--- src/rtl/keypad_debounce_scanner_if.sv ---
// Keypad scanner signal bundle: column sense in, row drive and decoded key out.
// The scanner side uses the master modport; the keypad/consumer side uses slave.
interface keypad_debounce_scanner_if;
   logic [3:0] columns;   // active-low column levels, already synchronized
   logic [3:0] rows;      // active-low one-hot row drive
   logic [3:0] value;     // hex code of the last accepted key
   logic       enable;    // one-cycle strobe when value updates

   modport master (
      input  columns,
      output rows,
      output value,
      output enable
   );

   modport slave (
      output columns,
      input  rows,
      input  value,
      input  enable
   );
endinterface

--- src/rtl/keypad_debounce_scanner.sv ---
// 4x4 matrix keypad scanner with press and release debouncing.
// Rows are driven low one at a time; a single closed column on the driven
// row freezes the scan while the key is debounced, reported once, and then
// debounced again on release before scanning resumes on the next row.
module keypad_debounce_scanner #(
   parameter int SCAN_DIV        = 48000,   // cycles per row dwell
   parameter int DEBOUNCE_CYCLES = 960000   // cycles a level must hold (>= 2)
) (
   input  logic                       clk,
   input  logic                       reset,   // asynchronous, active-low
   keypad_debounce_scanner_if.master  kp
);

   localparam int DIV_W = (SCAN_DIV > 1) ? $clog2(SCAN_DIV) : 1;
   localparam int DEB_W = (DEBOUNCE_CYCLES > 1) ? $clog2(DEBOUNCE_CYCLES) : 1;

   // Last dwell cycle of a row: the only cycle in which columns are sampled.
   localparam logic [DIV_W-1:0] DIV_LAST = DIV_W'(SCAN_DIV - 1);
   // The level has already been seen once on entry to a debounce state, so
   // the counter terminates one short of DEBOUNCE_CYCLES; this makes the
   // press strobe land exactly DEBOUNCE_CYCLES after the sample cycle.
   localparam logic [DEB_W-1:0] DEB_LAST = DEB_W'(DEBOUNCE_CYCLES - 2);

   typedef enum logic [1:0] {
      SCAN,
      DEBOUNCE_PRESS,
      HELD,
      DEBOUNCE_RELEASE
   } state_t;

   state_t           state_q;
   logic [1:0]       row_q;
   logic [1:0]       col_q;
   logic [3:0]       rows_q;
   logic [3:0]       value_q;
   logic             enable_q;
   logic [DIV_W-1:0] div_q;
   logic [DEB_W-1:0] deb_q;

   logic [3:0] col_low;
   logic       one_low;
   logic [1:0] low_idx;
   logic       sel_low;

   assign col_low = ~kp.columns;
   // Exactly one closed column: non-zero and a power of two.
   assign one_low = (col_low != 4'd0) && ((col_low & (col_low - 4'd1)) == 4'd0);
   // Only the latched column matters once a key is captured.
   assign sel_low = col_low[col_q];

   // Encode the closed column index (meaningful only when one_low is set).
   always_comb begin
      low_idx = 2'd0;
      for (int k = 0; k < 4; k++) begin
         if (col_low[k]) begin
            low_idx = 2'(k);
         end
      end
   end

   // Active-low one-hot row drive for a row index.
   function automatic logic [3:0] row_drive(input logic [1:0] r);
      return ~(4'b0001 << r);
   endfunction

   // Keypad legend: row r, column c to hex code.
   function automatic logic [3:0] key_code(input logic [1:0] r, input logic [1:0] c);
      logic [3:0] code;
      case ({r, c})
         4'b00_00: code = 4'h1;
         4'b00_01: code = 4'h2;
         4'b00_10: code = 4'h3;
         4'b00_11: code = 4'hA;
         4'b01_00: code = 4'h4;
         4'b01_01: code = 4'h5;
         4'b01_10: code = 4'h6;
         4'b01_11: code = 4'hB;
         4'b10_00: code = 4'h7;
         4'b10_01: code = 4'h8;
         4'b10_10: code = 4'h9;
         4'b10_11: code = 4'hC;
         4'b11_00: code = 4'hE;
         4'b11_01: code = 4'h0;
         4'b11_10: code = 4'hF;
         default:  code = 4'hD;
      endcase
      return code;
   endfunction

   // Scan/debounce state machine with all outputs registered.
   always_ff @(posedge clk or negedge reset) begin
      if (!reset) begin
         state_q  <= SCAN;
         row_q    <= 2'd0;
         col_q    <= 2'd0;
         rows_q   <= 4'b1110;
         value_q  <= 4'h0;
         enable_q <= 1'b0;
         div_q    <= '0;
         deb_q    <= '0;
      end else begin
         enable_q <= 1'b0;
         case (state_q)
            SCAN: begin
               if (div_q == DIV_LAST) begin
                  div_q <= '0;
                  if (one_low) begin
                     // Freeze on this row and debounce the single closure.
                     col_q   <= low_idx;
                     deb_q   <= '0;
                     state_q <= DEBOUNCE_PRESS;
                  end else begin
                     // Open or ghosted (multi-key) row: move on (2-bit wrap).
                     row_q  <= row_q + 2'd1;
                     rows_q <= row_drive(row_q + 2'd1);
                  end
               end else begin
                  div_q <= div_q + 1'b1;
               end
            end

            DEBOUNCE_PRESS: begin
               if (!sel_low) begin
                  // Bounce: abandon and give the next row a fresh dwell.
                  deb_q   <= '0;
                  div_q   <= '0;
                  row_q   <= row_q + 2'd1;
                  rows_q  <= row_drive(row_q + 2'd1);
                  state_q <= SCAN;
               end else if (deb_q == DEB_LAST) begin
                  value_q  <= key_code(row_q, col_q);
                  enable_q <= 1'b1;
                  deb_q    <= '0;
                  state_q  <= HELD;
               end else begin
                  deb_q <= deb_q + 1'b1;
               end
            end

            HELD: begin
               if (!sel_low) begin
                  deb_q   <= '0;
                  state_q <= DEBOUNCE_RELEASE;
               end
            end

            DEBOUNCE_RELEASE: begin
               if (sel_low) begin
                  // Release bounce: still the same press, no new strobe.
                  deb_q   <= '0;
                  state_q <= HELD;
               end else if (deb_q == DEB_LAST) begin
                  deb_q   <= '0;
                  div_q   <= '0;
                  row_q   <= row_q + 2'd1;
                  rows_q  <= row_drive(row_q + 2'd1);
                  state_q <= SCAN;
               end else begin
                  deb_q <= deb_q + 1'b1;
               end
            end

            default: begin
               state_q <= SCAN;
            end
         endcase
      end
   end

   assign kp.rows   = rows_q;
   assign kp.value  = value_q;
   assign kp.enable = enable_q;

endmodule

--- src/flat_wrapper.sv ---
// flat-port wrapper written by rule: the top's interface ports become plain ports
module keypad_debounce_scanner_flat 
#(
   parameter int SCAN_DIV        = 48000,                          
   parameter int DEBOUNCE_CYCLES = 960000                                     
)
  (clk, reset, kp_columns, kp_rows, kp_value, kp_enable);
  keypad_debounce_scanner_if kp_i ();
  input  logic clk;
  input  logic reset;
  input wire logic [$bits(kp_i.columns)-1:0] kp_columns;
  output wire logic [$bits(kp_i.rows)-1:0] kp_rows;
  output wire logic [$bits(kp_i.value)-1:0] kp_value;
  output wire logic [$bits(kp_i.enable)-1:0] kp_enable;
  assign kp_i.columns = kp_columns;
  assign kp_rows = kp_i.rows;
  assign kp_value = kp_i.value;
  assign kp_enable = kp_i.enable;
  keypad_debounce_scanner #(.SCAN_DIV(SCAN_DIV), .DEBOUNCE_CYCLES(DEBOUNCE_CYCLES)) u_core (.clk(clk), .reset(reset), .kp(kp_i));
endmodule
--- config.mk ---
export PLATFORM = sky130hd
export DESIGN_NAME = keypad_debounce_scanner_flat
export DESIGN_NICKNAME = d
export VERILOG_FILES = /design/src/rtl/keypad_debounce_scanner_if.sv /design/src/rtl/keypad_debounce_scanner.sv /design/src/flat_wrapper.sv
export SDC_FILE = /design/constraint.sdc
export NUM_CORES = 1
export LEC_CHECK = 0
export ABC_CLOCK_PERIOD_IN_PS = 3500
export CAP_MARGIN = 0
export CORE_MARGIN = 10
export CORE_UTILIZATION = 50
export CTS_BUF_LIST = sky130_fd_sc_hd__clkbuf_8
export CTS_CLUSTER_SIZE = 16
export DETAILED_ROUTE_END_ITERATION = 10
export GPL_TIMING_DRIVEN = 0
export HOLD_SLACK_MARGIN = 0.15
export PLACE_DENSITY = 0.73
export SLEW_MARGIN = 25
export SYNTH_ARGS = -nofsm -noshare
export SYNTH_HDL_FRONTEND = slang
export SYNTH_SLANG_ARGS = --single-unit
export TNS_END_PERCENT = 1
--- constraint.sdc ---
create_clock -name clk -period 3.5 [get_ports clk]
set_clock_uncertainty 0.2 [all_clocks]
set_input_delay 0.7 -clock clk [delete_from_list [all_inputs] [get_ports clk]]
set_output_delay 0.7 -clock clk [all_outputs]
set_load 0.005 [all_outputs]
==> metrics.md <==
| Metric | Value |
|---|---|
| Worst stage delay on the critical path | 0.60 ns |
| Min Hold Slack | 0.207 ns |
| TNS Setup | 0 ns |
| Worst IR Drop VDD | 166 uV |
| Port Buffer Count | 12 |
| Clock Path Buffers | 2 |
| CP endpoint kind | register |
| CTS buffer count | 5 |
| Drt wl/cell | 14.2 um |
| Syn_nets | 330 |
| Endpoints failing setup | 0 |
| Cell area after layout | 3300 um2 |
| Share of cells above drive strength 1 | 0.114 |
| Ys async rst share | 1.00 |
| Synth Flop Type | dfrtp_1 |
| Worst Tran Pin Value | 0.648 ns |
| CTS Hold Bufs | 0 |
| Final min period | 2.84 ns |
| CTS tree | yes |
| Hold WC Path Type | input port to async pin |
| Max Clk Rate | 352 MHz |
| Post-CTS Resized | 0 |
| Filler cell count | 526 |
| CORE AREA | 5890 um2 |
| Max H-tree Level | 2 |
| Vias | 2304 |
| Sink Count | 51 |
| Largest fanout on the critical path | 8 |
| CP Class | input port to register |
| Post-DP HPWL | 4100 um |
| Slew HR | 0.568 |
| Total Die Area | 9510 um2 |
| Insertion delay to the later sink of the worst-skew pair | 0.31 ns |
| RR Endpoint | u_core.deb_q[15] |
| Total of max-cap violations | 0 |
| Slew Limit Fails | 0 |
| Synthesized flop and latch total | 51 |
| Global Route met2 Usage | 0.203 |
| Root Driver | clkbuf_8 |
| Crit-path slowest cell | clkdlybuf4s50_1 |
| Vias per inst | 5.66 |
| Worst setup SP type | input port |
| Crit path cell chain | clkdlybuf4s50_1 > nand2_1 > o211ai_1 > nor2_1 > a31oi_2 > mux2_2 |
| Worst reg2reg startpoint | u_core.div_q[0] |
| Largest net degree at the start of global routing | 52 |
| Cell Rows | 28 |
| Multi-input combinational cell area | 1580 um2 |
| Final hold vios | 0 |
| Initial detailed-routing violation count | 88 |
| Syn Area/Cell | 9.63 um2 |
| Busiest grt layer | met2 |
| Syn-to-layout area delta | 9.87% |
| Number of global-route vias before repair | 2275 |
| Cells after Synth | 312 |
| Number of library cell types mapped by synthesis | 54 |
| Antenna Violating Nets Remaining | 0 |
| Synthesized area | 3000 um2 |
| Storage element area | 1280 um2 |
| Chip width | 97.5 um |
| Final GP Congestion | 0.809 |
| Power Density | 288 nW/um2 |
| DRC viols | 0 |
| Initial Utilization | 0.510 |
| Setup WS post-layout | 0.663 ns |
| R2r setup slk | 0.83 ns |
| Drt first pass iters | 4 |
| DP Area | 3220 um2 |
| Req. time, crit path | 3.49 ns |
| Critical path's top delay family | compound AO/OA/AOI/OAI gates |
| Synth warn | 0 |
| Finished Core Util | 0.561 |
| Initial antenna violation count | 0 |
| Die height | 97.5 um |
| # nets final | 349 |
| IO Pins | 15 |
| Clk slew on worst S/H paths | 0.10 ns |
| Total overflow reported by the global router | 0 |
| R2R cell count | 7 |
| Fin crit share | 0.811 |
| Total GRT Usage | 0.125 |
| Met3 usage | 0.0220 |
| Met1 GRT Util | 0.163 |
| Number of enable flip-flop cells after synthesis | 0 |
| Buf+Inv Stages, Crit Path | 1 |
| Total Wirelength | 5790 um |
| Post-CTS setup buffer count | 0 |
| Static leakage | 1.47 nW |
| Status | finished clean |
| Pre-CTS setup slack | 0.344 ns |
| RSZ-0062 raised after global routing | false |
| First-pass GRT wire length | 10400 um |
| CP arrival | 2.83 ns |
| Seq/Total Area, Yosys | 0.426 |
| ANT cells | 0 |
## power breakdown
group	total [mW]	switching, mW	internal, mW
Sequential	0.589	0	0.589
Clock	0.333	0.196	0.137
Combinational	0.0294	0.0215	0.00797
## per-stage QoR
step / std cells / total power [mW]
3_5_place_dp: 399 / 0.631
4_1_cts: 407 / 0.966
5_1_grt: 407 / 0.993
3_3_place_gp: 399 / 0.630
2_1_floorplan: 312 / 0.612
6_report: 407 / 0.951
## flip-flops by register name (all words and copies together), names as in the netlist, named ones only
register,cells
u_core.row_q,2
u_core.kp.enable,1
u_core.div_q,16
u_core.kp.value,4
u_core.col_q,2
u_core.deb_q,20
u_core.state_q,1
u_core.kp.rows,4
## per-layer routing
metal / vias up / wire, um
met5: - / 0
met4: 0 / 65
met3: 5 / 105
met2: 22 / 2760
met1: 1124 / 2850
li1: 1153 / -
## cell usage after synthesis (2+ instances only)
library cell  instances  share of area
or2_2                 2         0.0042
and4_1                2         0.0058
nand3_1              12          0.020
dfstp_2               3          0.026
inv_1                14          0.017
o21ai_0              21          0.035
and3_1                5          0.010
mux2_2                2         0.0075
a21o_1                3         0.0075
xor2_1               10          0.029
nor4_4                3          0.021
dfrtp_1              48           0.40
a211oi_1              2         0.0050
nand4b_1              4          0.012
a41oi_1               2         0.0058
mux4_2                2          0.015
nand4_1              13          0.027
clkbuf_1              6         0.0075
nor3_1               10          0.017
ha_1                 12          0.050
a31oi_1              10          0.021
xnor2_1              12          0.035
mux2i_1               6          0.020
buf_2                 4         0.0067
and2_1                4         0.0083
nor2b_1               2         0.0042
a31oi_2               2         0.0083
a21oi_1              10          0.017
nor2_1               34          0.042
buf_6                 3          0.011
nand2_1              26          0.032
## cell usage in the layout (no fill, tap or decap), drive strengths merged, types with 3 or more instances in the layout
cell type,n
xnor2,12
buf,10
nor3,10
nand4b,4
nor2,34
dfstp,3
dfrtp,48
and3,6
nand4,13
nor4,4
and2,4
mux2i,6
o21ai,21
ha,12
nand2,26
a31oi,13
clkbuf,12
clkdlybuf4s50,11
xor2,10
a21o,4
a21oi,10
inv,15
nand3,13
## cells by family (layout without fill, tap and decap cells)
logic type / after synthesis / count (layout) / synth area share
flip-flops: 51 / 51 / 0.426
buffers and inverters: 30 / 50 / 0.0483
adder cells (fa/ha/maj): 12 / 12 / 0.0500
XOR/XNOR: 22 / 22 / 0.0641
AO/OA/AOI/OAI: 60 / 60 / 0.130
multiplexers: 10 / 10 / 0.0425
AND/OR/NAND/NOR: 127 / 127 / 0.239
## area by class of cell
type | count | share of cell area
multi-input cells | 231 | 0.478
flip-flops and latches | 51 | 0.388
repair buffers | 12 | 0.0356
well taps | 75 | 0.0284
plain buffers | 16 | 0.0281
clock buffers | 5 | 0.0208
inverters | 14 | 0.0159
clock inverters | 3 | 0.00493
## worst max-delay path by stage
| stage | start | end | slack, ns | depth (start not counted) |
|---|---|---|---|---|
| CTS | kp_columns[0] | u_core.row_q[1] | 0.68 | 6 |
| global route | kp_columns[0] | u_core.row_q[1] | 0.55 | 6 |
| detailed placement | kp_columns[0] | u_core.row_q[1] | 0.34 | 6 |
| finish | kp_columns[0] | u_core.row_q[1] | 0.66 | 6 |
| global placement | reset | u_core.div_q[9] | 0.03 | 1 |
| floorplan | kp_columns[3] | u_core.deb_q[3] | 0.93 | 8 |
Note: power is estimated with default switching activity, not from simulation.
